==> config.mk <==
export PLATFORM = sky130hd
export DESIGN_NAME = fb_triple_buffer_ctrl
export DESIGN_NICKNAME = d
export VERILOG_FILES = /design/src/rtl/fb_pkg.sv /design/src/rtl/fb_triple_buffer_ctrl_sat_counter.sv /design/src/rtl/fb_triple_buffer_ctrl.sv
export SDC_FILE = /design/constraint.sdc
export NUM_CORES = 1
export LEC_CHECK = 0
export ABC_AREA = 0
export BUFFER_PORTS_ARGS = -buffer_cell sky130_fd_sc_hd__buf_2
export CAP_MARGIN = 20
export CORE_ASPECT_RATIO = 2
export CORE_MARGIN = 2
export CORE_UTILIZATION = 49
export CTS_BUF_LIST = sky130_fd_sc_hd__clkbuf_4
export DETAILED_ROUTE_END_ITERATION = 6
export PLACE_DENSITY = 0.83
export REMOVE_ABC_BUFFERS = 1
export SYNTH_ARGS = -nofsm -noshare
export SYNTH_HDL_FRONTEND = slang
export SYNTH_SLANG_ARGS = --single-unit
==> constraint.sdc <==
create_clock -name clk_i -period 2.2 [get_ports clk_i]
set_input_delay 0.11 -clock clk_i [delete_from_list [all_inputs] [get_ports clk_i]]
set_output_delay 0.11 -clock clk_i [all_outputs]
set_load 0.005 [all_outputs]
==> src/rtl/fb_pkg.sv <==
// Shared types and constants for the triple-buffer frame scheduler.
// Holds the bank-rotation function, the single place where bank indices are permuted.
package fb_pkg;

    typedef logic [1:0] bank_t;

    localparam int    NUM_BANKS = 3;
    localparam bank_t DISP_RST  = 2'd0;
    localparam bank_t WR_RST    = 2'd1;
    localparam bank_t READY_RST = 2'd2;

    typedef struct packed {
        bank_t disp;
        bank_t ready;
        bank_t wr;
        logic  ready_vld;
    } bank_sel_t;

    localparam bank_sel_t SEL_RST = '{disp: DISP_RST, ready: READY_RST, wr: WR_RST, ready_vld: 1'b0};

    // The EOF swap is applied before the flip, so a same-cycle EOF+flip shows the new frame.
    function automatic bank_sel_t bank_next(input bank_sel_t cur, input logic eof, input logic flip_req);
        bank_sel_t s;
        s = cur;
        if (eof) begin
            s.wr        = cur.ready;
            s.ready     = cur.wr;
            s.ready_vld = 1'b1;
        end
        if (flip_req && s.ready_vld) begin
            s.disp      = s.ready;
            s.ready     = cur.disp;
            s.ready_vld = 1'b0;
        end
        return s;
    endfunction

endpackage

==> src/rtl/fb_triple_buffer_ctrl_sat_counter.sv <==
// Saturating event counter: increments on inc_i and holds at all-ones.
// Used for the display flip and dropped-frame statistics.
module sat_counter #(
    parameter int W = 16
) (
    input  logic         clk_i,
    input  logic         rst_i,
    input  logic         inc_i,
    output logic [W-1:0] cnt_o
);

    logic [W-1:0] cnt_q;
    logic [W-1:0] cnt_d;

    always_comb begin
        cnt_d = cnt_q;
        if (inc_i && (cnt_q != {W{1'b1}})) begin
            cnt_d = cnt_q + 1'b1;
        end
    end

    always_ff @(posedge clk_i) begin
        if (rst_i) begin
            cnt_q <= '0;
        end else begin
            cnt_q <= cnt_d;
        end
    end

    assign cnt_o = cnt_q;

endmodule

==> src/rtl/fb_triple_buffer_ctrl.sv <==
// Triple-buffer scheduler: camera writes go to a free bank and VGA reads the display bank.
// Banks rotate only on camera EOF and VGA SOF, so the display never tears.
module fb_triple_buffer_ctrl
    import fb_pkg::*;
#(
    parameter int ADDR_W = 19,
    parameter int DATA_W = 12,
    parameter int CNT_W  = 16
) (
    input  logic              clk_i,
    input  logic              rst_i,
    input  logic              cam_sof_i,
    input  logic              cam_eof_i,
    input  logic              cam_wr_i,
    input  logic [ADDR_W-1:0] cam_addr_i,
    input  logic [DATA_W-1:0] cam_data_i,
    input  logic              vga_sof_i,
    input  logic [ADDR_W-1:0] vga_addr_i,
    input  logic              freeze_i,
    output logic              fb_wr_o,
    output logic [ADDR_W+1:0] fb_wr_addr_o,
    output logic [DATA_W-1:0] fb_wr_data_o,
    output logic [ADDR_W+1:0] fb_rd_addr_o,
    output logic [1:0]        disp_bank_o,
    output logic              frame_ready_o,
    output logic [CNT_W-1:0]  flip_cnt_o,
    output logic [CNT_W-1:0]  drop_cnt_o
);

    bank_sel_t         sel_q, sel_d;
    logic              capturing_q, capturing_d;
    logic              eof_acc, flip_req, flip_inc, drop_inc;
    logic              fb_wr_q;
    logic [ADDR_W+1:0] fb_wr_addr_q;
    logic [DATA_W-1:0] fb_wr_data_q;
    logic [ADDR_W+1:0] fb_rd_addr_q;

    always_ff @(posedge clk_i) begin
        if (rst_i) begin
            sel_q        <= SEL_RST;
            capturing_q  <= 1'b0;
            fb_wr_q      <= 1'b0;
            fb_wr_addr_q <= '0;
            fb_wr_data_q <= '0;
            fb_rd_addr_q <= '0;
        end else begin
            sel_q        <= sel_d;
            capturing_q  <= capturing_d;
            fb_wr_q      <= cam_wr_i & capturing_q;
            fb_wr_addr_q <= {sel_q.wr, cam_addr_i};
            fb_wr_data_q <= cam_data_i;
            fb_rd_addr_q <= {sel_q.disp, vga_addr_i};
        end
    end

    // A stray EOF outside a capture is ignored; SOF wins over EOF so capture restarts on the new bank.
    always_comb begin
        eof_acc  = cam_eof_i & capturing_q;
        flip_req = vga_sof_i & ~freeze_i;
        sel_d    = bank_next(sel_q, eof_acc, flip_req);
        flip_inc = flip_req & (sel_q.ready_vld | eof_acc);
        drop_inc = eof_acc & sel_q.ready_vld;
        capturing_d = capturing_q;
        if (cam_sof_i) begin
            capturing_d = 1'b1;
        end else if (eof_acc) begin
            capturing_d = 1'b0;
        end
    end

    always_comb begin
        fb_wr_o       = fb_wr_q;
        fb_wr_addr_o  = fb_wr_addr_q;
        fb_wr_data_o  = fb_wr_data_q;
        fb_rd_addr_o  = fb_rd_addr_q;
        disp_bank_o   = sel_q.disp;
        frame_ready_o = sel_q.ready_vld;
    end

    sat_counter #(.W(CNT_W)) u_flip_cnt (
        .clk_i (clk_i),
        .rst_i (rst_i),
        .inc_i (flip_inc),
        .cnt_o (flip_cnt_o)
    );

    sat_counter #(.W(CNT_W)) u_drop_cnt (
        .clk_i (clk_i),
        .rst_i (rst_i),
        .inc_i (drop_inc),
        .cnt_o (drop_cnt_o)
    );

endmodule

==> flow_summary.yaml, run 1 <==
placement:
  place.gp.congestion: 0.895
  hpwlAfterDp_um: 6600
  io_buffers: 146
  pre_cts_ws_ns: 0.181
timing:
  slew_viol_final: 0
  hold_violations: 0
  setup_ws_ns: 0.281
  fin_worst_skew_ns: 0.0200
  rsz0062_at_grt: "no"
  max-slew-margin-rel_pct: 58.3
  fin_crit_sh_pct: 87.2
  worstMarginPinSlew_ns: 0.619
  setup_viol: 0
  fmax_mhz: 521
  setup_tns_ns: 0
  layout_min_cycle_time_ns: 1.92
pwr:
  power.density_nw_per_um2: 590
  leakagePower_nw: 2.23
  peakVddDrop_v: 0.000451
  p_total_mw: 2.96
floorplan:
  dieArea_sq_um: 7890
  rows: 43
  die-width_um: 63.8
  io_pins: 147
  initial_core_util_pct: 50.5
  core_region_area_sq_um: 6940
  die_y_um: 124
detailed_routing:
  firstDrtPassIters: 4
  wl_per_cell_um: 14.9
  viasPerCell: 5.24
  drtAntennaViolNets: 0
  drc: 0
  vias: 3419
  totalWireLength_um: 9720
  drt_iter0_drc: 219
setup_path:
  critPathKind: "reg2reg"
  worst_ep_arrival_time_ns: 2.31
  start_kind: "flip-flop"
  critPathMaxFanout: 9
  critPathRequiredTime_ns: 2.59
  cp_slowest_stage_delay_ns: 0.55
  worst-r2r-setup-slack_ns: 0.28
  critPathSlowestCell: "dfxtp_1"
  worstPathCellList: "a21o_1 -> nand3_1 -> buf_4 -> or4_1 -> a21oi_1"
  cp-end-kind: "flip-flop"
logic_synthesis:
  yosys_most_used_dff: "dfxtp_1"
  synth_area_sq_um: 3500
  ys_seq_area_share_pct: 54.3
  syn_area_per_cell_sq_um: 9.87
  synthArstFlopShare_pct: 0
  ys_ff_latch: 95
  synth_warnings: 0
  synth_edf_count: 0
  ys_types: 41
  synth_cells: 355
cts:
  worstSkewPairLatency_ns: 0.45
  cts_num_sinks: 95
  cts_max_level: 3
  cts_tree: "done"
  cts_max_path_buffers: 2
  cts_setup_buffers: 0
  clockRootBuffer: "clkbuf_4"
  cts_made_buffers: 9
  clkTransAtPathRegs_ns: 0.14
global_routing:
  grt_max_degree: 31
  grt_antenna_before_repair: 1
  gr-total-overflow: 0
  grt_pass1_wl_um: 15100
  grt_pass1_vias: 3311
  grt_util_all_layers_pct: 24.6
finish:
  final_cell_mix: "146 x buf_2, 95 x dfxtp_1, 60 x nor2b_1"
  layout-drive-gt1-share_pct: 33.3
  fill_cells: 528
  layout_commonest_cell: "buf_2"
  final_net_count: 616
  syn_to_final_growth_pct: 43.3
outcome:
  status: "complete, no violations"
flow_run:
  maxCapViolCount: 0
hold_path:
  hp-class: "in2reg"
==> synthesized netlist by cell type (all sizes together), types with 8 or more instances <==
| library cell | n | area (sq um) |
|---|---|---|
| or4 | 13 | 98.9 |
| nor2 | 14 | 52.6 |
| nand2 | 18 | 67.6 |
| a21oi | 25 | 125 |
| o31ai | 13 | 97.6 |
| nand3 | 13 | 65.1 |
| nand4 | 9 | 86.3 |
| clkbuf | 10 | 37.5 |
| nor3 | 9 | 45.0 |
| nor2b | 60 | 375 |
| dfxtp | 95 | 1900 |
| buf | 8 | 42.5 |
==> registers in the layout, indices dropped and copies added (netlist names) <==
register,count
frame_ready_o,1
u_drop_cnt.cnt_o,16
fb_wr_addr_o,21
sel_q,4
fb_wr_data_o,12
capturing_q,1
fb_wr_o,1
fb_rd_addr_o,21
u_flip_cnt.cnt_o,16
disp_bank_o,2
==> worst max-delay path, delay by kind of cell, from the launching register on <==
family          cells  cell delay (ns)
buf+inv             1             0.23
simple gates        2             0.71
flops               1             0.55
compound gates      2             0.38
==> kinds of logic (layout without fill, tap and decap cells) <==
family	Yosys count	in the layout	synth area share, %
muxes	9	9	2.75
adders and majority gates	2	2	0.714
buffers and inverters	25	232	3.03
AOI/OAI and AO/OA	59	59	10.7
DFF	95	95	54.3
other	0	1	0
and+or+nand+nor	165	165	28.5
==> area by class of cell <==
cell class              instances  area [sq um]  area share [%]
diodes                          1          2.50          0.0498
repair buffers                209          1350            27.0
inverters                       7          26.3           0.523
well taps                      90           113            2.24
clock inverters                 5          40.0           0.797
clock buffers                  11          82.6            1.64
flip-flops and latches         95          1900            37.9
multi-input cells             235          1500            29.9
==> repair_timing <==
item / CTS / global route
hold endpoints to repair: 55 / 0
gates resized for setup: 0 / 1
hold buffers: 55 / 0
endpoints found under the setup margin: 0 / 1
==> per-stage QoR <==
stage,utilization (%),area (sq um),hold slack (ns),std cells
after detailed placement,62.5,4340,0.324,581
after global placement,62.5,4340,0.316,581
final,72.3,5020,0.0744,653
after CTS,72.2,5010,0.0368,652
after floorplan,-,3420,0.179,337
after global routing,72.3,5020,0.0789,653
==> per-layer routing <==
layer / up-vias / part of all wire [%] / GRT usage (%)
li1: 1673 / - / -
met1: 1604 / 35 / 24.4
met2: 110 / 57 / 46.4
met3: 32 / 3.9 / 5.51
met4: 0 / 3.7 / 13.5
met5: - / 0 / 0
==> where the power goes <==
| group | switching [mW] | total, mW | leakage (nW) | internal (mW) |
|---|---|---|---|---|
| clock | 0.591 | 0.863 | 0.0722 | 0.271 |
| sequential | 0.0234 | 1.81 | 0.781 | 1.78 |
| combinational | 0.118 | 0.296 | 1.37 | 0.178 |
==> path summary, 6_finish.rpt <==
| path | startpoint | end | depth (start not counted) |
|---|---|---|---|
| worst max-delay path | capturing_q$_SDFFE_PP0P_ | u_flip_cnt.cnt_o[14]$_SDFFE_PP0P_ | 5 |
| worst min-delay path | vga_sof_i | frame_ready_o$_SDFF_PP0_ | 3 |
| worst max register to register | capturing_q$_SDFFE_PP0P_ | u_flip_cnt.cnt_o[14]$_SDFFE_PP0P_ | 5 |
| worst min register to register | sel_q[2]$_SDFFE_PP0P_ | sel_q[2]$_SDFFE_PP0P_ | 2 |
Note: power is estimated with default switching activity, not from simulation.
==> run 2, diff against run 1 <==
- PLACE_DENSITY: 0.83 -> not set
- PLACE_DENSITY_LB_ADDON: not set -> 0.08
==> run 2 against run 1 <==
  * Worst setup slack gained 0.081 ns
  * Flip-flop and latch count did not move
  * Final cell count rose by 0.15%
  * Via count down 0.88%
  * Design area increased by 0.85%
  * Largest power group unchanged
  * Maximum frequency is 4.4% higher
  * Combinational power is essentially flat
==> flow_summary.yaml, run 2 (same netlist as run 1, synthesis figures left out) <==
detailed_routing:
  wl_per_cell_um: 14.2
  totalWireLength_um: 9300
  drt_iter0_drc: 154
  viasPerCell: 5.18
  drtAntennaViolNets: 0
  firstDrtPassIters: 4
  vias: 3389
  drc: 0
pwr:
  swShare_pct: 22.9
  leakagePower_nw: 2.25
  seqPwrFrac_pct: 57.3
  peakVddDrop_v: 0.000543
  clock_power_share_pct: 33.3
  p_sw_uw: 720
  internal-power_mw: 2.42
  combPwrFrac_pct: 9.4
  power.density_nw_per_um2: 621
floorplan:
  initial_core_util_pct: 50.5
  dieArea_sq_um: 7890
  die_y_um: 124
  rows: 43
  io_pins: 147
  core_region_area_sq_um: 6940
  die-width_um: 63.8
timing:
  holdWs_ns: 0.0587
  max-slew-margin-rel_pct: 64.7
  slew_viol_final: 0
  worstMarginPinSlew_ns: 0.526
  fin_worst_skew_ns: 0.0114
  setup_tns_ns: 0
  hold_violations: 0
  layout_min_cycle_time_ns: 1.84
  fin_crit_sh_pct: 83.5
  fmax_mhz: 544
  rsz0062_at_grt: "no"
  setup_viol: 0
setup_path:
  worstPathBufferInverterCount: 1
  worstPathCellList: "a21o_1 -> nand3_1 -> buf_4 -> or4_1 -> a21oi_1"
  critPathSlowestCell: "or4_1"
  critPathRequiredTime_ns: 2.59
  cp_slowest_stage_delay_ns: 0.50
  critPathMaxFanout: 7
  cp-end-kind: "flip-flop"
  worst-r2r-setup-slack_ns: 0.36
  worst_ep_arrival_time_ns: 2.23
  reg2reg_from: "frame_ready_o$_SDFF_PP0_"
  critPathKind: "reg2reg"
  start_kind: "flip-flop"
  reg2reg_depth: 5
  cp_top_family: "simple AND/OR/NAND/NOR gates"
  r2r_end: "u_flip_cnt.cnt_o[6]$_SDFFE_PP0P_"
hold_path:
  hp-class: "in2reg"
  hp-start: "vga_sof_i"
  min_to: "frame_ready_o$_SDFF_PP0_"
  min_path_cells: 3
cts:
  clkTransAtPathRegs_ns: 0.14
  cts_tree: "done"
  cts_max_level: 3
  cts_max_path_buffers: 2
  worstSkewPairLatency_ns: 0.45
  cts_made_buffers: 9
  clockRootBuffer: "clkbuf_4"
  cts_num_sinks: 95
finish:
  final_cells: 654
  multi_input_area_sq_um: 1500
  layout_commonest_cell: "buf_2"
  layout-drive-gt1-share_pct: 33.0
  final_cell_mix: "146 x buf_2, 95 x dfxtp_1, 60 x nor2b_1"
  seqCellArea_sq_um: 1900
  syn_to_final_growth_pct: 44.5
  fill_cells: 528
  final_net_count: 617
placement:
  dp.cells: 582
  io_buffers: 146
  hpwlAfterDp_um: 6350
  place.gp.congestion: 0.840
outcome:
  status: "complete, no violations"
global_routing:
  grt_pass1_vias: 3360
  grt_max_degree: 38
  grt_antenna_before_repair: 1
  grt_util_all_layers_pct: 24.3
  gr-total-overflow: 0
  grt_pass1_wl_um: 14900
flow_run:
  maxCapViolCount: 0
## run 2: layout make-up
cell class	instances	share of cell area, %
Antenna cell	1	0.0494
Tap cell	90	2.22
Multi-Input combinational cell	235	29.6
Clock buffer	9	1.33
Sequential cell	95	37.6
Timing Repair Buffer	210	26.9
Clock inverter	7	1.88
Inverter	7	0.519
## run 2: how the worst max path moves through the flow
| stage | from | to | cells after the start | slack, ns |
|---|---|---|---|---|
| 6_report | frame_ready_o$_SDFF_PP0_ | u_flip_cnt.cnt_o[6]$_SDFFE_PP0P_ | 5 | 0.36 |
| 3_3_place_gp | frame_ready_o$_SDFF_PP0_ | u_flip_cnt.cnt_o[6]$_SDFFE_PP0P_ | 5 | 0.43 |
| 3_5_place_dp | capturing_q$_SDFFE_PP0P_ | u_flip_cnt.cnt_o[6]$_SDFFE_PP0P_ | 5 | 0.39 |
| 4_1_cts | frame_ready_o$_SDFF_PP0_ | u_flip_cnt.cnt_o[6]$_SDFFE_PP0P_ | 5 | 0.36 |
| 5_1_grt | frame_ready_o$_SDFF_PP0_ | u_flip_cnt.cnt_o[6]$_SDFFE_PP0P_ | 5 | 0.22 |
| 2_1_floorplan | u_drop_cnt.cnt_o[5]$_SDFFE_PP0P_ | u_drop_cnt.cnt_o[11]$_SDFFE_PP0P_ | 4 | 0.30 |
## run 2: power groups by stage
stage	registers [mW]	logic, mW	clock network [mW]
after floorplan	1.85	0.0601	0
after global placement	1.84	0.213	0
after detailed placement	1.84	0.218	0
after CTS	1.80	0.295	1.09
after global routing	1.81	0.326	1.14
final	1.80	0.296	1.05
## run 2: timing repair
action	CTS	global route
hold buffers	55	0
resized for setup	0	0
setup endpoints to repair	0	0
buffers inserted	0	0
endpoints found under the hold margin	57	0
## run 2: metal layers
metal,vias up,global-route usage [%],part of all wire [%]
li1,1678,-,-
met1,1579,23.0,34
met2,106,47.1,58
met3,26,5.51,4.2
met4,0,12.6,3.4
met5,-,0,0
## run 2: tightest hold or removal path, cell delays in order
cell     delay (ns)
buf_2          0.10
nor2b_1        0.20
nor3_1         0.06
## run 2: metrics by stage
stage	util (%)	worst slack, ns	cell area, sq um	power (mW)
after floorplan	-	0.297	3420	1.91
after global placement	62.6	0.429	4350	2.05
after detailed placement	62.6	0.395	4350	2.06
after CTS	72.9	0.360	5060	3.19
after global routing	73.0	0.216	5060	3.27
final	73.0	0.363	5060	3.14
